--- config.mk ---
export PLATFORM = sky130hd
export DESIGN_NAME = decode_stage
export DESIGN_NICKNAME = d
export VERILOG_FILES = /design/src/rtl/decode_stage.sv
export SDC_FILE = /design/constraint.sdc
export NUM_CORES = 1
export LEC_CHECK = 0
export ABC_AREA = 1
export BUFFER_PORTS_ARGS = -buffer_cell sky130_fd_sc_hd__buf_2
export CORE_ASPECT_RATIO = 0.75
export CORE_MARGIN = 1.5
export CORE_UTILIZATION = 46
export CTS_BUF_LIST = sky130_fd_sc_hd__clkbuf_8
export DETAILED_ROUTE_END_ITERATION = 8
export GPL_TIMING_DRIVEN = 1
export PLACE_DENSITY = 0.78
export SETUP_SLACK_MARGIN = 0.3
export SLEW_MARGIN = 30
export SYNTH_ARGS = -nofsm -noshare
export SYNTH_HDL_FRONTEND = slang
export SYNTH_SLANG_ARGS = --single-unit
export TNS_END_PERCENT = 10
--- constraint.sdc ---
create_clock -name clk -period 1.2 [get_ports clk]
set_input_delay 0.12 -clock clk [delete_from_list [all_inputs] [get_ports clk]]
set_output_delay 0.12 -clock clk [all_outputs]
set_load 0.02 [all_outputs]
--- src/rtl/decode_stage.sv ---
// decode_stage: IF/ID register, combinational RV32 decoder, ID/EX register.
// Two-edge latency from instr_in/stop_in to the decoded outputs.
// Optional build macro: DECODE_UTYPE_EN adds LUI/AUIPC decoding; when it is
// left undefined, both opcodes decode as bubbles.
module decode_stage (
    input  logic        clk,
    input  logic        rstn,
    input  logic [31:0] instr_in,
    input  logic        stop_in,
    output logic [6:0]  opcode,
    output logic [2:0]  funct3,
    output logic [6:0]  funct7,
    output logic [4:0]  srcReg1,
    output logic [4:0]  srcReg2,
    output logic [4:0]  destReg,
    output logic [31:0] imm,
    output logic [1:0]  lwSw,
    output logic [1:0]  aluOp,
    output logic        regWrite,
    output logic        aluSrc,
    output logic        branch,
    output logic        memRead,
    output logic        memWrite,
    output logic        memToReg,
    output logic        stop
);

    typedef enum logic [6:0] {
        OP_LOAD   = 7'b0000011,
        OP_IALU   = 7'b0010011,
        OP_AUIPC  = 7'b0010111,
        OP_STORE  = 7'b0100011,
        OP_RTYPE  = 7'b0110011,
        OP_LUI    = 7'b0110111,
        OP_BRANCH = 7'b1100011
    } opcode_e;

    typedef enum logic [1:0] {
        ALU_ADD    = 2'b00,
        ALU_BRANCH = 2'b01,
        ALU_RTYPE  = 2'b10,
        ALU_ITYPE  = 2'b11
    } alu_op_e;

    typedef struct packed {
        logic [6:0]  opcode;
        logic [2:0]  funct3;
        logic [6:0]  funct7;
        logic [4:0]  rs1;
        logic [4:0]  rs2;
        logic [4:0]  rd;
        logic [31:0] imm;
        logic [1:0]  lw_sw;
        logic [1:0]  alu_op;
        logic        reg_write;
        logic        alu_src;
        logic        branch;
        logic        mem_read;
        logic        mem_write;
        logic        mem_to_reg;
        logic        stop;
    } idex_t;

    logic [31:0] instr_q;
    logic        stop_q;
    idex_t       idex_d;
    idex_t       idex_q;

    logic [6:0]  op;
    logic [4:0]  rs1_f;
    logic [4:0]  rs2_f;
    logic [4:0]  rd_f;
    logic [31:0] imm_i;
    logic [31:0] imm_s;
    logic [31:0] imm_b;
    logic        valid;

    assign op    = instr_q[6:0];
    assign rs1_f = instr_q[19:15];
    assign rs2_f = instr_q[24:20];
    assign rd_f  = instr_q[11:7];
    assign imm_i = {{20{instr_q[31]}}, instr_q[31:20]};
    assign imm_s = {{20{instr_q[31]}}, instr_q[31:25], instr_q[11:7]};
    assign imm_b = {{19{instr_q[31]}}, instr_q[31], instr_q[7],
                    instr_q[30:25], instr_q[11:8], 1'b0};

    // IF/ID register: capture the fetched instruction and stop flag every cycle
    always_ff @(posedge clk or negedge rstn) begin
        if (!rstn) begin
            instr_q <= '0;
            stop_q  <= 1'b0;
        end else begin
            instr_q <= instr_in;
            stop_q  <= stop_in;
        end
    end

    // Decoder: unknown opcodes and stopped entries fall through as all-zero bubbles
    always_comb begin
        idex_d      = '0;
        idex_d.stop = stop_q;
        valid       = 1'b0;
        if (!stop_q) begin
            case (op)
                OP_RTYPE: begin
                    valid            = 1'b1;
                    idex_d.rs1       = rs1_f;
                    idex_d.rs2       = rs2_f;
                    idex_d.rd        = rd_f;
                    idex_d.alu_op    = ALU_RTYPE;
                    idex_d.reg_write = 1'b1;
                end
                OP_IALU: begin
                    valid            = 1'b1;
                    idex_d.rs1       = rs1_f;
                    idex_d.rd        = rd_f;
                    idex_d.imm       = imm_i;
                    idex_d.alu_op    = ALU_ITYPE;
                    idex_d.alu_src   = 1'b1;
                    idex_d.reg_write = 1'b1;
                end
                OP_LOAD: begin
                    valid             = 1'b1;
                    idex_d.rs1        = rs1_f;
                    idex_d.rd         = rd_f;
                    idex_d.imm        = imm_i;
                    idex_d.alu_op     = ALU_ADD;
                    idex_d.alu_src    = 1'b1;
                    idex_d.reg_write  = 1'b1;
                    idex_d.mem_read   = 1'b1;
                    idex_d.mem_to_reg = 1'b1;
                    idex_d.lw_sw      = 2'b01;
                end
                OP_STORE: begin
                    valid            = 1'b1;
                    idex_d.rs1       = rs1_f;
                    idex_d.rs2       = rs2_f;
                    idex_d.imm       = imm_s;
                    idex_d.alu_op    = ALU_ADD;
                    idex_d.alu_src   = 1'b1;
                    idex_d.mem_write = 1'b1;
                    idex_d.lw_sw     = 2'b10;
                end
                OP_BRANCH: begin
                    valid         = 1'b1;
                    idex_d.rs1    = rs1_f;
                    idex_d.rs2    = rs2_f;
                    idex_d.imm    = imm_b;
                    idex_d.alu_op = ALU_BRANCH;
                    idex_d.branch = 1'b1;
                end
`ifdef DECODE_UTYPE_EN
                OP_LUI, OP_AUIPC: begin
                    valid            = 1'b1;
                    idex_d.rd        = rd_f;
                    idex_d.imm       = {instr_q[31:12], 12'b0};
                    idex_d.alu_op    = ALU_ADD;
                    idex_d.alu_src   = 1'b1;
                    idex_d.reg_write = 1'b1;
                end
`endif
                default: valid = 1'b0;
            endcase
        end
        if (valid) begin
            idex_d.opcode = op;
            idex_d.funct3 = instr_q[14:12];
            idex_d.funct7 = instr_q[31:25];
        end
        // Writes to x0 are architecturally discarded, so never request them
        if (rd_f == 5'd0) begin
            idex_d.reg_write = 1'b0;
        end
    end

    // ID/EX register: capture every decoder output every cycle, no stall or flush
    always_ff @(posedge clk or negedge rstn) begin
        if (!rstn) begin
            idex_q <= '0;
        end else begin
            idex_q <= idex_d;
        end
    end

    assign opcode   = idex_q.opcode;
    assign funct3   = idex_q.funct3;
    assign funct7   = idex_q.funct7;
    assign srcReg1  = idex_q.rs1;
    assign srcReg2  = idex_q.rs2;
    assign destReg  = idex_q.rd;
    assign imm      = idex_q.imm;
    assign lwSw     = idex_q.lw_sw;
    assign aluOp    = idex_q.alu_op;
    assign regWrite = idex_q.reg_write;
    assign aluSrc   = idex_q.alu_src;
    assign branch   = idex_q.branch;
    assign memRead  = idex_q.mem_read;
    assign memWrite = idex_q.mem_write;
    assign memToReg = idex_q.mem_to_reg;
    assign stop     = idex_q.stop;

endmodule

[Word-level counts from Yosys, hierarchy flattened]
Index checks and enable logic that the tools add are counted.
W data, S select, Z words.
Word-level totals
  word-level logic and storage cells: 45
  bits of input ports: 35
  output and inout port bits: 75
  flip-flop bits (word level): 108
Operators by class
  mux-type cells: 16
  reduce and logical (&&, ||, !) cells: 6
  eq/ne operators: 5
Operators with widths (number)
  $pmux W32 S3: 1
  $mux W57: 1
  $mux W17: 1
  $mux W5: 3
  $eq A7 B6 Y1 const B: 2
  $reduce_or A3 Y1: 3
  $mux W1: 8
  $eq A7 B2 Y1 const B: 1
  $eq A7 B5 Y1 const B: 1
  $eq A7 B7 Y1 const B: 1
  $pmux W2 S3: 1
  $logic_not A5 Y1: 1
  $reduce_or A5 Y1: 1
  $pmux W2 S2: 1
  $reduce_or A2 Y1: 1

[Logic depth before layout (Yosys ltp)]
Gate-level depths: netlist (run 1).
  depth after elaboration: 5
  mapped depth: 8
  depth with buffers taken out: 7

[Worst setup path after synthesis (run 1)]
No wires, ideal clock.
  path type: reg2reg
  from: reg instr_q[2]
  to: reg idex_q, in the netlist funct7[6]
  required time: 1.132 ns
  cell stages (with the launch flop): 9
  buffers on the path: 1
  setup time: 0.068 ns
  clock period less this slack: 1.203 ns
  arrival: 1.135 ns
  setup slack: -0.003 ns
  cell sequence: dfrtp_1 -> inv_1 -> nand2_2 -> nor2_8 -> nand3_1 -> nand2_2 -> nand2_4 -> buf_12 -> nor2_4
RTL lines
  from (decl): line 64  | logic [31:0] instr_q;
  from (signal assigned): line 93  | instr_q <= instr_in;
  to (signal assigned): line 181  | idex_q <= idex_d;
  to (decl): line 67  | idex_t idex_q;

==> run_results.csv, run 1 <==
group,metric,value,unit
grt,overflow,0,
cells_and_area,diodes,0,
route,vias,2110,
route,drt.antenna.violating_nets,0,
cells_and_area,final_nets,418,
worst_setup_path,reg2reg_depth,7,
placed_design,dp_hpwl,3802,um
power_and_ir_drop,power.total,5.692,mW
clock_network,cts_root_buf,"clkbuf_8",
placed_design,place_congestion,0.9232,
grt,track_usage,19.90,%
min_path,hp-class,"primary input to async pin",
clock_network,cts_buffers,9,
clock_network,htree_levels,3,
grt,grt_pass1_vias,2127,
clock_network,numClockSinks,87,
timing,setup_ws,-0.06708,ns
cells_and_area,area_delta_synth_final,62.47,%
yosys,synth_area_per_cell,12.97,um2
worst_setup_path,rr_startpoint,"instr_q[2]$_DFF_PN0_",
yosys,ys_types,23,
worst_setup_path,critical_path_class,"register to register",
timing,period_needed,1.267,ns
cells_and_area,mostFrequentLayoutCells,"dfrtp_1, buf_6, buf_2",
floorplanning,initial_core_util,47.48,%
clock_network,cts_tree,"yes",
route,drc,0,
power_and_ir_drop,switchingPower,1.295,mW
worst_setup_path,crit_path_start_kind,"register",
power_and_ir_drop,combPwrFrac,8.1,%
timing,fin_skew,0.01232,ns
placed_design,io_buffers,109,
route,drt_iter0_markers,62,
yosys,ys_async_sr_fraction,100.0,%
clock_network,clkTransAtPathRegs,0.09,ns
timing,finalCritPeriodShare,105.6,%
floorplanning,rows,25,
cells_and_area,drive_above_1_share,52.58,%
cells_and_area,fillers,370,
yosys,synth_edf_count,0,
worst_setup_path,timing.rr.end,"srcReg2[2]$_DFF_PN0_",
floorplanning,die_w,95.79,um
grt,antenna_found_initial,0,
status,status,"finished with violations",
floorplanning,die_h,72.59,um
timing,hold_violations,0,
power_and_ir_drop,p_clk_share,38.5,%
power_and_ir_drop,internal-power,4.397,mW
worst_setup_path,arrival,1.56,ns
cells_and_area,final_common_cell,"dfrtp_1",
timing,setup_viol,37,
floorplanning,core-area,6256,um2
clock_network,clk_path_buf_depth,2,
route,routed_via_density,4.499,
floorplanning,dieArea,6953,um2
timing,max_freq,789.2,MHz
grt,grt_start_max_net_pins,88,
timing,rsz0062_at_grt,"yes",
yosys,ys_ff_latch,87,
yosys,ys_seq_area_share,73.29,%
cells_and_area,final_core_util,77.14,%
yosys,ys_warn_count,0,
status,failed_checks,"negative setup slack",
yosys,netlist_instances,229,
flow_run,max_cap_viol_count,0,
route,firstDrtPassIters,4,
power_and_ir_drop,power.density,1179,nW/um2
worst_setup_path,critical_path_required,1.49,ns
power_and_ir_drop,p_seq_share,53.3,%
route,wire_per_inst,13.86,um
power_and_ir_drop,peakVddDrop,0.7955,mV
route,wl,6500,um
yosys,syn-cell-area,2970,um2
yosys,synth-main-ff-cell,"dfrtp_1",
power_and_ir_drop,p_leak,2.469,nW
grt,grt_pass1_wl,9915,um
worst_setup_path,path_max_fanout,6,
worst_setup_path,reg2reg_slack,-0.07,ns
power_and_ir_drop,p_sw_share,22.76,%
floorplanning,io_pins,110,
worst_setup_path,timing.critical_path.to_type,"register",
clock_network,clock_latency,0.36,ns
timing,finalMaxSlewViolations,0,
[kinds of logic after synthesis]
logic type / count (synthesis) / synth area share, %
AOI/OAI and AO/OA: 9 / 1.895
buffers and inverters: 56 / 10.66
DFF: 87 / 73.29
other: 1 / 0.1262
and+or+nand+nor: 76 / 14.03
[worst max-delay path, stage by stage, from the launching register on]
cell	delay, ns
dfrtp_1	0.39
inv_2	0.07
nand2_4	0.06
nor2_8	0.18
buf_6	0.15
o211ai_1	0.08
buf_4	0.17
nor2_1	0.10
[what timing repair did]
action / CTS / global route
setup endpoints to repair: 126 / 126
resized for setup: 170 / 26
buffers inserted: 7 / 0
endpoints found under the hold margin: 120 / 0
pin swaps: 15 / 12
cloned: 1 / 0
hold buffers: 34 / 0
[cell usage after synthesis, types with 2 or more instances]
| library cell | n | area [um2] |
|---|---|---|
| inv_2 | 3 | 11.26 |
| nand2_1 | 14 | 52.55 |
| nand2_2 | 3 | 18.77 |
| nor2_4 | 9 | 101.4 |
| nor3_1 | 4 | 20.02 |
| nand4_1 | 2 | 12.51 |
| dfrtp_1 | 87 | 2177 |
| nor2_2 | 2 | 12.51 |
| buf_4 | 22 | 165.2 |
| nor2_1 | 31 | 116.4 |
| o22ai_1 | 4 | 25.02 |
| nand3_1 | 7 | 35.03 |
| inv_1 | 29 | 108.9 |
| a21oi_1 | 3 | 15.01 |
[registers in the layout, summed over array words and instances (netlist names), 2 cells and up]
signal   cells
aluOp        2
destReg      5
funct3       3
funct7       7
imm         13
instr_q     32
lwSw         2
opcode       7
srcReg1      5
srcReg2      5
[layout make-up]
type / instances / area [um2] / share of cell area, %
clock inverters: 7 / 95.09 / 1.970
multi-input cells: 88 / 674.4 / 13.97
clock buffers: 9 / 123.9 / 2.567
repair buffers: 165 / 1526 / 31.63
well taps: 81 / 101.3 / 2.100
inverters: 32 / 126.4 / 2.619
flip-flops and latches: 87 / 2178 / 45.14
[per-stage QoR]
stage | hold WS [ns] | setup slack [ns] | instances | setup TNS [ns] | instance area [um2]
after global placement | 0.1851 | -0.07867 | 411 | -0.5891 | 3557
after global routing | 0.3847 | -0.1424 | 469 | -4.446 | 4826
after detailed placement | 0.1907 | -0.1247 | 411 | -1.481 | 3557
after CTS | 0.3468 | -0.02501 | 469 | -0.1780 | 4742
after floorplan | -0.1756 | -0.001061 | 230 | -0.008361 | 2979
final | 0.3280 | -0.06708 | 469 | -0.9921 | 4826
[power by group through the flow]
stage	clock, mW	combinational, mW	sequential, mW
3_5_place_dp	0	0.297	3.09
2_1_floorplan	0	0.102	3.11
3_3_place_gp	0	0.290	3.09
5_1_grt	2.37	0.504	3.04
6_report	2.19	0.462	3.04
4_1_cts	2.23	0.447	3.03
[routing by layer]
metal	track usage, %	part of all wire (%)	wire length, um
met4	5.719	0.95	62
met5	0	0	0
met3	8.542	8.8	570
met2	34.27	52	3393
met1	22.60	38	2475
[worst max-delay path by stage]
stage	to	start	cells past startpoint	slack, ns
2_1_floorplan	funct7[6]$_DFF_PN0_	instr_q[2]$_DFF_PN0_	8	-0.001
3_3_place_gp	imm[11]$_DFF_PN0_	instr_q[2]$_DFF_PN0_	8	-0.08
3_5_place_dp	srcReg1[0]$_DFF_PN0_	instr_q[2]$_DFF_PN0_	7	-0.12
4_1_cts	srcReg2[2]$_DFF_PN0_	instr_q[2]$_DFF_PN0_	7	-0.03
5_1_grt	srcReg2[2]$_DFF_PN0_	instr_q[2]$_DFF_PN0_	7	-0.14
6_report	srcReg2[2]$_DFF_PN0_	instr_q[2]$_DFF_PN0_	7	-0.07
No activity file was read; power rests on OpenSTA's default activity.
==> run 2: changes to the inputs <==
--- a/constraint.sdc
+++ b/constraint.sdc
@@ -3,2 +3,2 @@
 set_output_delay 0.12 -clock clk [all_outputs]
-set_load 0.02 [all_outputs]
+set_load 0.01 [all_outputs]
==> run 2 against run 1 <==
  * Largest power group unchanged
  * Cell area is 5.2% lower
  * Die area stayed put
  * Critical path type unchanged
  * Critical endpoint is now imm[1]$_DFF_PN0_
  * The flow still finishes with violations (negative setup slack)
  * Fmax is 0.52% higher
==> run_results.csv, run 2 (synthesis results as in run 1) <==
group,metric,value,unit
status,status,"finished with violations",
status,failed_checks,"negative setup slack",
timing,fin_skew,0.008847,ns
route,drc,0,
placed_design,dp_hpwl,3802,um
worst_setup_path,crit_slowest_cell,"dfrtp_1",
timing,finalCritPeriodShare,105.0,%
cells_and_area,area_delta_synth_final,54.09,%
cells_and_area,multiInputGateArea,664.4,um2
cells_and_area,final_nets,420,
cells_and_area,largest_reg_flops,32,
route,firstDrtPassIters,4,
power_and_ir_drop,peakVddDrop,0.8193,mV
worst_setup_path,cp_top_family,"flip-flops",
timing,hold_violations,0,
flow_run,max_cap_viol_count,0,
cells_and_area,final_area,4577,um2
route,wl,6202,um
cells_and_area,diodes,0,
worst_setup_path,crit_path_start_kind,"register",
cells_and_area,final_common_cell,"dfrtp_1",
floorplanning,die_h,72.59,um
worst_setup_path,path_max_fanout,5,
timing,setup_viol,34,
cells_and_area,fillers,422,
clock_network,cts_buffers,9,
route,drt.antenna.violating_nets,0,
timing,fin_tns_setup,-0.8293,ns
route,routed_via_density,4.433,
grt,overflow,0,
placed_design,place_congestion,0.9232,
cells_and_area,final_core_util,73.16,%
placed_design,dpl_worst_slack,-0.1247,ns
power_and_ir_drop,p_leak,2.449,nW
clock_network,cts_root_buf,"clkbuf_8",
timing,period_needed,1.261,ns
grt,track_usage,18.64,%
floorplanning,die_w,95.79,um
floorplanning,initial_core_util,47.48,%
placed_design,io_buffers,109,
route,wire_per_inst,13.17,um
timing,timing.hold.ws,0.3160,ns
clock_network,clock_latency,0.35,ns
worst_setup_path,arrival,1.53,ns
grt,grt_pass1_vias,1994,
timing,max_freq,793.3,MHz
route,vias,2088,
cells_and_area,top_register,"instr_q",
placed_design,placed_area,3557,um2
clock_network,clk_path_buf_depth,2,
grt,grt_start_max_net_pins,88,
floorplanning,dieArea,6953,um2
grt,antenna_found_initial,0,
timing,finalMaxSlewViolations,0,
cells_and_area,drive_above_1_share,51.79,%
floorplanning,io_pins,110,
route,drt_iter0_markers,88,
clock_network,numClockSinks,87,
clock_network,cts_tree,"yes",
worst_setup_path,path_buf_inv,2,
min_path,hp-class,"primary input to async pin",
floorplanning,rows,25,
cells_and_area,mostFrequentLayoutCells,"dfrtp_1, buf_2, dlygate4sd3_1",
floorplanning,core-area,6256,um2
worst_setup_path,crit_chain,"buf_6, nor2_4, nand2_1, buf_4, o22ai_1",
clock_network,clkTransAtPathRegs,0.08,ns
worst_setup_path,critical_path_class,"register to register",
clock_network,htree_levels,3,
power_and_ir_drop,power.density,1233,nW/um2
grt,grt_pass1_wl,9252,um
worst_setup_path,cpPeakStageDelay,0.41,ns
cells_and_area,register_area,2178,um2
timing,setup_ws,-0.06050,ns
timing,rsz0062_at_grt,"yes",
worst_setup_path,critical_path_required,1.47,ns
worst_setup_path,timing.critical_path.to_type,"register",
worst_setup_path,reg2reg_slack,-0.06,ns
## run 2: cell types whose count changed in the layout (fill, tap and decap cells not counted), sizes merged
cell	before	now
buf	131	132
nand2	19	20
## run 2: area by class of cell
| cell class | count | share of cell area [%] |
|---|---|---|
| timing repair buffer | 166 | 28.13 |
| multi-input combinational | 89 | 14.52 |
| inverter | 32 | 2.761 |
| sequential | 87 | 47.59 |
| tap | 81 | 2.214 |
| clock inverter | 7 | 2.078 |
| clock buffer | 9 | 2.706 |
## run 2: per-stage QoR
step / total power [mW] / std cells
2_1_floorplan: 3.192 / 230
3_3_place_gp: 3.360 / 411
3_5_place_dp: 3.371 / 411
4_1_cts: 5.680 / 470
5_1_grt: 5.880 / 471
6_report: 5.644 / 471
## run 2: per-layer routing
| layer | track usage (%) | part of all wire [%] | up-vias |
|---|---|---|---|
| li1 | - | - | 983 |
| met1 | 22.39 | 39 | 1007 |
| met2 | 30.36 | 51 | 88 |
| met3 | 8.125 | 8.6 | 10 |
| met4 | 6.046 | 1.3 | 0 |
| met5 | 0 | 0 | - |
## run 2: worst paths after layout
path                                            start                   end  cells past startpoint
worst max-delay path             instr_q[5]$_DFF_PN0_      imm[1]$_DFF_PN0_                      5
worst min-delay path                             rstn  instr_q[9]$_DFF_PN0_                      3
worst max register to register   instr_q[5]$_DFF_PN0_      imm[1]$_DFF_PN0_                      5
worst min register to register  instr_q[17]$_DFF_PN0_  srcReg1[2]$_DFF_PN0_                      2
max in group asynchronous                        rstn   opcode[6]$_DFF_PN0_                      3
min in group clk                              stop_in      stop_q$_DFF_PN0_                      2
## run 2: where the power goes
group	switching [mW]	internal (mW)
Clock	1.00	1.17
Sequential	0.0320	3.00
Combinational	0.226	0.209
Total	1.26	4.38
## run 2: worst register-to-register path, stage by stage (launching register included)
cell,delay [ns]
dfrtp_1,0.41
buf_6,0.13
nor2_4,0.16
nand2_1,0.13
buf_4,0.17
o22ai_1,0.17
## run 2: what timing repair did
item / in CTS / in global routing
resized for setup: 56 / 23
pin swaps: 15 / 10
setup buffers: 7 / 1
gates cloned: 2 / 0
setup endpoints to repair: 126 / 126
hold buffers: 34 / 0
hold endpoints to repair: 120 / 0
